==> src/rtl/dvi_cmd_extract.sv <==
// DVI in-band command extractor: finds a 5-pixel packet on one active line, validates header and checksum,
// publishes the command word and toggles a per-frame heartbeat. Define DVICMD_REDUNDANT_EN to also require R == ~G on payload pixels.
`ifndef MAX_DVICMD_BITS
`define MAX_DVICMD_BITS 18
`endif

module dvi_cmd_extract #(
    parameter logic [11:0] CMD_LINE = 12'd0,
    parameter logic [11:0] CMD_X0   = 12'd0,
    parameter logic [23:0] HEADER   = 24'h5AA55A
) (
    input  logic                        clkdvi,
    input  logic                        rst,
    input  logic                        vs,
    input  logic                        de,
    input  logic [23:0]                 rgb,
    output logic [`MAX_DVICMD_BITS-1:0] DviCmd_Temp,
    output logic                        cmd_valid,
    output logic                        wdt_clr,
    output logic [7:0]                  err_cnt,
    output logic                        debug
);

    localparam int CMD_W = `MAX_DVICMD_BITS;

    typedef enum logic [2:0] {
        ST_WAIT,
        ST_HDR,
        ST_PAY0,
        ST_PAY1,
        ST_PAY2,
        ST_CHK,
        ST_COMMIT
    } state_e;

    // Sync edge detection and raster position
    logic        vs_q;
    logic        de_q;
    logic        vs_rise;
    logic        de_fall;
    logic [11:0] line_cnt_q;
    logic [11:0] pix_cnt_q;

    assign vs_rise = vs & ~vs_q;
    assign de_fall = ~de & de_q;

    // NOTE: sequential state uses non-blocking assignments so every register samples pre-edge values.
    always_ff @(posedge clkdvi or posedge rst) begin
        if (rst) begin
            vs_q       <= 1'b0;
            de_q       <= 1'b0;
            line_cnt_q <= 12'd0;
            pix_cnt_q  <= 12'd0;
        end else begin
            vs_q <= vs;
            de_q <= de;
            if (vs_rise) begin
                line_cnt_q <= 12'd0;
            end else if (de_fall && line_cnt_q != 12'hFFF) begin
                line_cnt_q <= line_cnt_q + 12'd1;
            end
            if (!de) begin
                pix_cnt_q <= 12'd0;
            end else if (pix_cnt_q != 12'hFFF) begin
                pix_cnt_q <= pix_cnt_q + 12'd1;
            end
        end
    end

    // Packet FSM
    state_e           state_q;
    state_e           cur_state;
    logic             armed_q;
    logic [7:0]       b0_q;
    logic [7:0]       b1_q;
    logic [7:0]       b2_q;
    logic             red_ok_q;
    logic [CMD_W-1:0] cmd_q;
    logic             cmd_valid_q;
    logic             wdt_clr_q;
    logic [7:0]       err_cnt_q;

    logic             trigger;
    logic             abort;
    logic             red_pix_ok;
    logic [7:0]       chk_sum;
    logic             sum_ok;
    logic [7:0]       err_sat;

    assign trigger = armed_q & de & ~vs_rise &
                     (line_cnt_q == CMD_LINE) & (pix_cnt_q == CMD_X0);
    assign abort   = vs_rise | ~de;

    // The header pixel is judged in the cycle it arrives, so HDR is the
    // effective state of that cycle and never needs its own register slot.
    assign cur_state = (state_q == ST_WAIT && trigger) ? ST_HDR : state_q;

`ifdef DVICMD_REDUNDANT_EN
    assign red_pix_ok = (rgb[23:16] == ~rgb[15:8]);
`else
    assign red_pix_ok = 1'b1;
`endif

    assign chk_sum = b0_q + b1_q + b2_q + rgb[15:8];
    assign sum_ok  = (chk_sum == 8'h00);
    assign err_sat = (err_cnt_q == 8'hFF) ? err_cnt_q : err_cnt_q + 8'd1;

    always_ff @(posedge clkdvi or posedge rst) begin
        if (rst) begin
            state_q     <= ST_WAIT;
            armed_q     <= 1'b0;
            b0_q        <= 8'd0;
            b1_q        <= 8'd0;
            b2_q        <= 8'd0;
            red_ok_q    <= 1'b1;
            cmd_q       <= '0;
            cmd_valid_q <= 1'b0;
            wdt_clr_q   <= 1'b0;
            err_cnt_q   <= 8'd0;
        end else begin
            cmd_valid_q <= 1'b0;
            if (vs_rise) begin
                armed_q <= 1'b1;
            end
            case (cur_state)
                ST_HDR: begin
                    armed_q  <= 1'b0;
                    red_ok_q <= 1'b1;
                    if (rgb == HEADER) begin
                        state_q <= ST_PAY0;
                    end else begin
                        err_cnt_q <= err_sat;
                        state_q   <= ST_WAIT;
                    end
                end
                ST_PAY0: begin
                    if (abort) begin
                        err_cnt_q <= err_sat;
                        state_q   <= ST_WAIT;
                    end else begin
                        b0_q     <= rgb[15:8];
                        red_ok_q <= red_ok_q & red_pix_ok;
                        state_q  <= ST_PAY1;
                    end
                end
                ST_PAY1: begin
                    if (abort) begin
                        err_cnt_q <= err_sat;
                        state_q   <= ST_WAIT;
                    end else begin
                        b1_q     <= rgb[15:8];
                        red_ok_q <= red_ok_q & red_pix_ok;
                        state_q  <= ST_PAY2;
                    end
                end
                ST_PAY2: begin
                    if (abort) begin
                        err_cnt_q <= err_sat;
                        state_q   <= ST_WAIT;
                    end else begin
                        b2_q     <= rgb[15:8];
                        red_ok_q <= red_ok_q & red_pix_ok;
                        state_q  <= ST_CHK;
                    end
                end
                ST_CHK: begin
                    if (abort || !(sum_ok && red_ok_q)) begin
                        err_cnt_q <= err_sat;
                        state_q   <= ST_WAIT;
                    end else begin
                        state_q <= ST_COMMIT;
                    end
                end
                ST_COMMIT: begin
                    // Upper payload bits beyond the command width are dropped here.
                    cmd_q       <= CMD_W'({b2_q, b1_q, b0_q});
                    cmd_valid_q <= 1'b1;
                    wdt_clr_q   <= ~wdt_clr_q;
                    state_q     <= ST_WAIT;
                end
                default: begin
                    state_q <= ST_WAIT;
                end
            endcase
        end
    end

    assign DviCmd_Temp = cmd_q;
    assign cmd_valid   = cmd_valid_q;
    assign wdt_clr     = wdt_clr_q;
    assign err_cnt     = err_cnt_q;
    assign debug       = (cur_state != ST_WAIT);

endmodule

==> config.mk <==
export PLATFORM = sky130hd
export DESIGN_NAME = dvi_cmd_extract
export DESIGN_NICKNAME = d
export VERILOG_FILES = /design/src/rtl/dvi_cmd_extract.sv
export SDC_FILE = /design/constraint.sdc
export NUM_CORES = 1
export LEC_CHECK = 0
export ABC_AREA = 1
export BUFFER_PORTS_ARGS = -buffer_cell sky130_fd_sc_hd__buf_2
export CAP_MARGIN = 20
export CORE_ASPECT_RATIO = 1.25
export CORE_MARGIN = 2
export CORE_UTILIZATION = 50
export CTS_BUF_LIST = sky130_fd_sc_hd__clkbuf_4
export DETAILED_ROUTE_END_ITERATION = 16
export GPL_ROUTABILITY_DRIVEN = 0
export PLACE_DENSITY = 0.73
export REMOVE_ABC_BUFFERS = 1
export SYNTH_ARGS = -nofsm -noshare
export SYNTH_HDL_FRONTEND = slang
export SYNTH_SLANG_ARGS = --single-unit
==> constraint.sdc <==
create_clock -name clkdvi -period 2.8 [get_ports clkdvi]
set_clock_uncertainty 0.1 [all_clocks]
set_input_delay 0.42 -clock clkdvi [delete_from_list [all_inputs] [get_ports clkdvi]]
set_output_delay 0.42 -clock clkdvi [all_outputs]
set_load 0.02 [all_outputs]
# Yosys cells after proc, flatten, opt, wreduce, memory -nomap -nowiden
# Cells that the tools add are included.
# W data, S select, Z words.
# classes
n_reduce_logical	17
eq_ne	14
add_sub_neg	6
bitwise	12
n_mux	19
# op_table
operator	count
$mux W12	4
$mux W8	4
$add A12 B1 Y12 const B	2
$add A8 B8 Y8	3
$eq A24 B23 Y1 const B	1
$logic_not A12 Y1	2
$ne A12 B12 Y1 const B	2
$pmux W8 S3	1
$pmux W3 S5	1
$mux W3	4
$eq A3 B3 Y1 const B	3
$add A8 B1 Y8 const B	1
$eq A8 B8 Y1 const B	1
$logic_not A8 Y1	1
$and A1 B1 Y1	6
$eq A3 B2 Y1 const B	2
$reduce_and A2 Y1	3
$reduce_bool A3 Y1	2
$not A1 Y1	5
$mux W2	2
$ne A2 B1 Y1 const B	2
$ne A2 B2 Y1 const B	2
$reduce_and A4 Y1	1
$reduce_bool A2 Y1	2
other kinds (8)	11
# word_totals
elab_cells	81
regBits	82

# Logic depth before layout (Yosys ltp)
# depth
ltp_word	12
ltp_mapped	16
depth_no_buf	16

# Worst setup path before layout
# No wires, ideal clock.
# synth_timing
path_kind	input port to flip-flop
startpoint	in rgb[9]
endpoint	reg err_cnt_q[3], in the netlist err_cnt[3]
arrival_ns	2.941
setup_time_ns	0.065
n_path_buf	0
stages	15
required_ns	2.635
path_slack_ns	-0.306
path_cell_list	fa_1 > fa_1 > ha_1 > inv_1 > fa_1 > inv_1 > nor2_1 > nand2_1 > nor2_1 > nand3_1 > nor2_1 > nand3_1 > nand4_4 > nand2_1 > nand2_1
# synth_between
elab_chain_cells	6
elab_cells_between_ends	8
classes_between	add/sub: 1; eq/ne: 3; reduce/logical: 4
# synth_rtl
item	line_no	source
start: declaration	16	input logic [23:0] rgb,
$add A8 B8 Y8	104	assign chk_sum = b0_q + b1_q + b2_q + rgb[15:8];
$logic_not A8 Y1	105	assign sum_ok = (chk_sum == 8'h00);
$logic_not A1 Y1	167	if (abort || !(sum_ok && red_ok_q)) begin
$logic_or A1 B1 Y1	167	
$ne A2 B2 Y1 (no line)	n/a	
$reduce_and A4 Y1 (no line) (*)	n/a	
end signal: assignment	148	err_cnt_q <= err_sat;
end signal: assignment	158	err_cnt_q <= err_sat;
end signal: assignment	168	err_cnt_q <= err_sat;
end: declaration	81	logic [7:0] err_cnt_q;
# Mark *: on every way between the ends. The rest lies on a longest branch, timed or not.
# A chain may end at the register's enable or synchronous reset.

# Worst setup path after layout
# layout_timing
startpoint	reg b0_q[1]
endpoint	reg err_cnt_q[2], in the netlist err_cnt[2]
# layout_between
elab_chain_cells	8
# layout_rtl
item	line_no	source
start: declaration	74	logic [7:0] b0_q;
start signal: assignment	141	b0_q <= rgb[15:8];
$add A8 B8 Y8 (3 in series)	104	
$logic_not A8 Y1	105	
$logic_not A1 Y1	167	
$logic_or A1 B1 Y1	167	
$ne A2 B2 Y1 (no line)	n/a	
$reduce_and A4 Y1 (no line)	n/a	
# No other way between the ends.

==> flow_summary.json <==
{
  "outcome": "complete, but fails checks",
  "violations": "setup timing",
  "yosysTopAreaCell": "dfrtp_1",
  "slew_viol_final": 0,
  "switching_share_pct": 29.3,
  "coreArea_mm2": 0.00913,
  "hold_path_class": "in -> reg",
  "cp-end-kind": "register",
  "yosys_most_used_dff": "dfrtp_1",
  "cts.sinks": 82,
  "synth_common_cells": "174 x nand2_1, 82 x dfrtp_1, 77 x inv_1",
  "power_density_mw_per_mm2": 394,
  "switching_power_w": 0.000628,
  "max_cap_viol_count": 0,
  "synth.most_common_cell": "nand2_1",
  "tightest_slew_ns": 0.646,
  "clk_pin_slew_ns": 0.12,
  "p_clk_share_pct": 26.5,
  "antenna_left": 0,
  "wl_met2_um": 4770,
  "crit_arrival_ns": 3.57,
  "fin_nets": 715,
  "ir_drop_mv": 0.315,
  "grt_pass1_vias": 3913,
  "num_antenna_cells": 0,
  "die_x_um": 90.4,
  "ios": 57,
  "dp_cells": 769,
  "drive_gt1_share_pct": 20.5,
  "cts_max_path_buffers": 2,
  "dr.pass1.iters": 4,
  "rsz0062_at_grt": "yes",
  "synth_edf_count": 0,
  "p_int_w": 0.00151,
  "htreeDepth": 3,
  "synth_warnings": 0,
  "drc": 0,
  "startpoint_type": "register",
  "fill_cells": 838,
  "portBuffers": 56,
  "wl_met1_um": 4400,
  "initial_core_util_pct": 51.1,
  "clk_latency_ns": 0.43,
  "yosysSeqAreaShare_pct": 44.0,
  "drtIter0Drc": 216,
  "synthTopCellsByArea": "dfrtp_1 44%, nand2_1 14%, inv_1 6.2%, fa_1 6.0%, o21ai_0 4.0%",
  "hold_violations": 0,
  "top_layer": "met4",
  "path_class": "reg -> reg",
  "die_area_mm2": 0.0101,
  "area_growth_pct": 16.6,
  "grt_pass1_wl_um": 17000,
  "pwr-share-seq_pct": 59.0,
  "cts_buffers": 9,
  "grt_max_degree": 41,
  "comb_power_share_pct": 14.5,
  "worst-path-max-fanout": 8,
  "dp_hpwl_um": 7230,
  "synth_area_per_cell_um2": 8.18,
  "routed_wl_um": 9720,
  "fin_ws_ns": -0.550,
  "netlist_area_mm2": 0.00466,
  "grt_overflow": 0,
  "finalCritPeriodShare_pct": 120,
  "max_freq_mhz": 298,
  "via_count": 3975,
  "wl_per_cell_um": 12.3,
  "instances_no_fill": 788,
  "setup_tns_ns": -5.15,
  "fin_crit_ns": 3.35,
  "p_leak_nw": 2.90,
  "synth-async-reset-ratio_pct": 100,
  "cts-root-buf": "clkbuf_4",
  "drt-vias-per-instance": 5.04,
  "setup_viol": 10,
  "rows": 39,
  "max_slew_margin_pct": 56.9,
  "met3WireLength_um": 376,
  "synth_cell_type_count": 39,
  "cts_tree": "yes",
  "synthCells": 570,
  "antenna_found_initial": 0,
  "die_y_um": 112,
  "synth_seq_cells": 82,
  "grtUsageTotal_pct": 20.6,
  "synth.top_cell.area_share_pct": 44.0,
  "crit_required_ns": 3.02
}
[layout by cell type (no fill, tap or decap), types with 2 or more instances in the layout]
| master | synthesis | routed |
|---|---|---|
| nand3_2 | 1 | 3 |
| a31oi_1 | 2 | 2 |
| clkbuf_4 | 0 | 10 |
| xnor2_1 | 5 | 5 |
| nand4_1 | 17 | 17 |
| nand2_2 | 3 | 4 |
| xor2_1 | 6 | 6 |
| fa_1 | 14 | 13 |
| ha_1 | 12 | 11 |
| inv_1 | 77 | 74 |
| dlygate4sd3_1 | 0 | 2 |
| inv_2 | 1 | 3 |
| nor2_4 | 1 | 2 |
| a21oi_1 | 12 | 12 |
| o31ai_1 | 2 | 2 |
| nand4_4 | 2 | 2 |
| clkinv_1 | 1 | 3 |
| buf_2 | 1 | 56 |
| nor2_2 | 3 | 5 |
| o21ai_2 | 8 | 8 |
| nand2_4 | 2 | 2 |
| clkinv_2 | 0 | 4 |
| nor3_1 | 7 | 7 |
| nand3_1 | 34 | 32 |
| buf_4 | 0 | 27 |
| o21ai_0 | 37 | 37 |
| nand2_1 | 174 | 173 |
| nor2_1 | 46 | 43 |
| dfrtp_1 | 82 | 82 |
| a211oi_1 | 3 | 3 |
[path summary, 6_finish.rpt]
check / from / to / slack (ns) / cells after the start
worst max-delay path: b0_q[1] / err_cnt[2] / -0.55 / 16
worst min-delay path: de / de_q / 0.14 / 1
worst max register to register: b0_q[1] / err_cnt[2] / -0.55 / 16
worst min register to register: wdt_clr / wdt_clr / 0.37 / 1
max in group asynchronous: rst / err_cnt[3] / 1.55 / 4
min in group asynchronous: rst / DviCmd_Temp[1] / 0.41 / 3
[kinds of logic after synthesis]
kind of cell | share of synthesized area, %
AOI/OAI and AO/OA | 8.15
adders and majority gates | 9.23
buffers and inverters | 7.59
DFF | 44.0
and+or+nand+nor | 29.0
xor gates and xnor gates | 2.07
[flip-flops by register name (all words and copies together), names as in the netlist]
signal / count
pix_cnt_q: 12
de_q: 1
state_q: 3
b0_q: 8
DviCmd_Temp: 18
line_cnt_q: 12
vs_q: 1
wdt_clr: 1
err_cnt: 8
cmd_valid: 1
b2_q: 8
b1_q: 8
armed_q: 1
[power by group through the flow]
stage	clock network [W]	registers, W	logic (W)
global route	0.000634	0.00127	0.000352
detailed placement	0	0.00128	0.000311
global placement	0	0.00128	0.000300
CTS	0.000585	0.00126	0.000315
floorplan	0	0.00130	0.000179
finish	0.000568	0.00126	0.000310
[routing by layer]
layer | track usage (%) | up-vias
met1 | 26.1 | 1886
met5 | 0 | -
met2 | 34.7 | 84
met4 | 7.18 | 0
met3 | 5.07 | 14
li1 | - | 1991
[timing repair]
action,4_1_cts,5_1_grt
endpoints found under the hold margin,23,0
buffers inserted,2,0
pin swaps,10,10
cloned,0,0
endpoints found under the setup margin,10,10
hold buffers,2,0
gates resized for setup,8,4
[layout make-up]
cell class | instances | area [µm²] | share of cell area [%]
clock buffers | 10 | 75.1 | 1.38
clock inverters | 5 | 22.5 | 0.414
well taps | 123 | 154 | 2.83
flip-flops and latches | 82 | 2050 | 37.7
inverters | 81 | 313 | 5.75
repair buffers | 87 | 534 | 9.82
multi-input cells | 400 | 2290 | 42.1
[per-stage QoR]
step / setup slack [ns] / hold slack [ns] / area [µm²] / total power [W] / utilization (%)
after CTS: -0.484 / 0.113 / 5430 / 0.00216 / 59.5
after floorplan: -0.306 / 0.351 / 4620 / 0.00148 / -
final: -0.550 / 0.135 / 5440 / 0.00214 / 59.6
after global placement: -0.570 / 0.344 / 5270 / 0.00158 / 57.8
after detailed placement: -0.664 / 0.351 / 5270 / 0.00159 / 57.8
after global routing: -0.719 / 0.0972 / 5440 / 0.00226 / 59.6
[critical path, stage by stage, from the launching register on]
cell and delay [ns]:
dfrtp_1 0.42, fa_1 0.48, fa_1 0.54, ha_2 0.19, inv_2 0.04, fa_2 0.52
inv_2 0.03, nor2_2 0.09, nand2_1 0.06, nor2_2 0.11, nand2_1 0.06, nor2_1 0.08
nand3_1 0.09, nor2_2 0.16, nor2_4 0.08, nand4_1 0.10, nand2_1 0.06
Power figures use the tool's default switching activity.
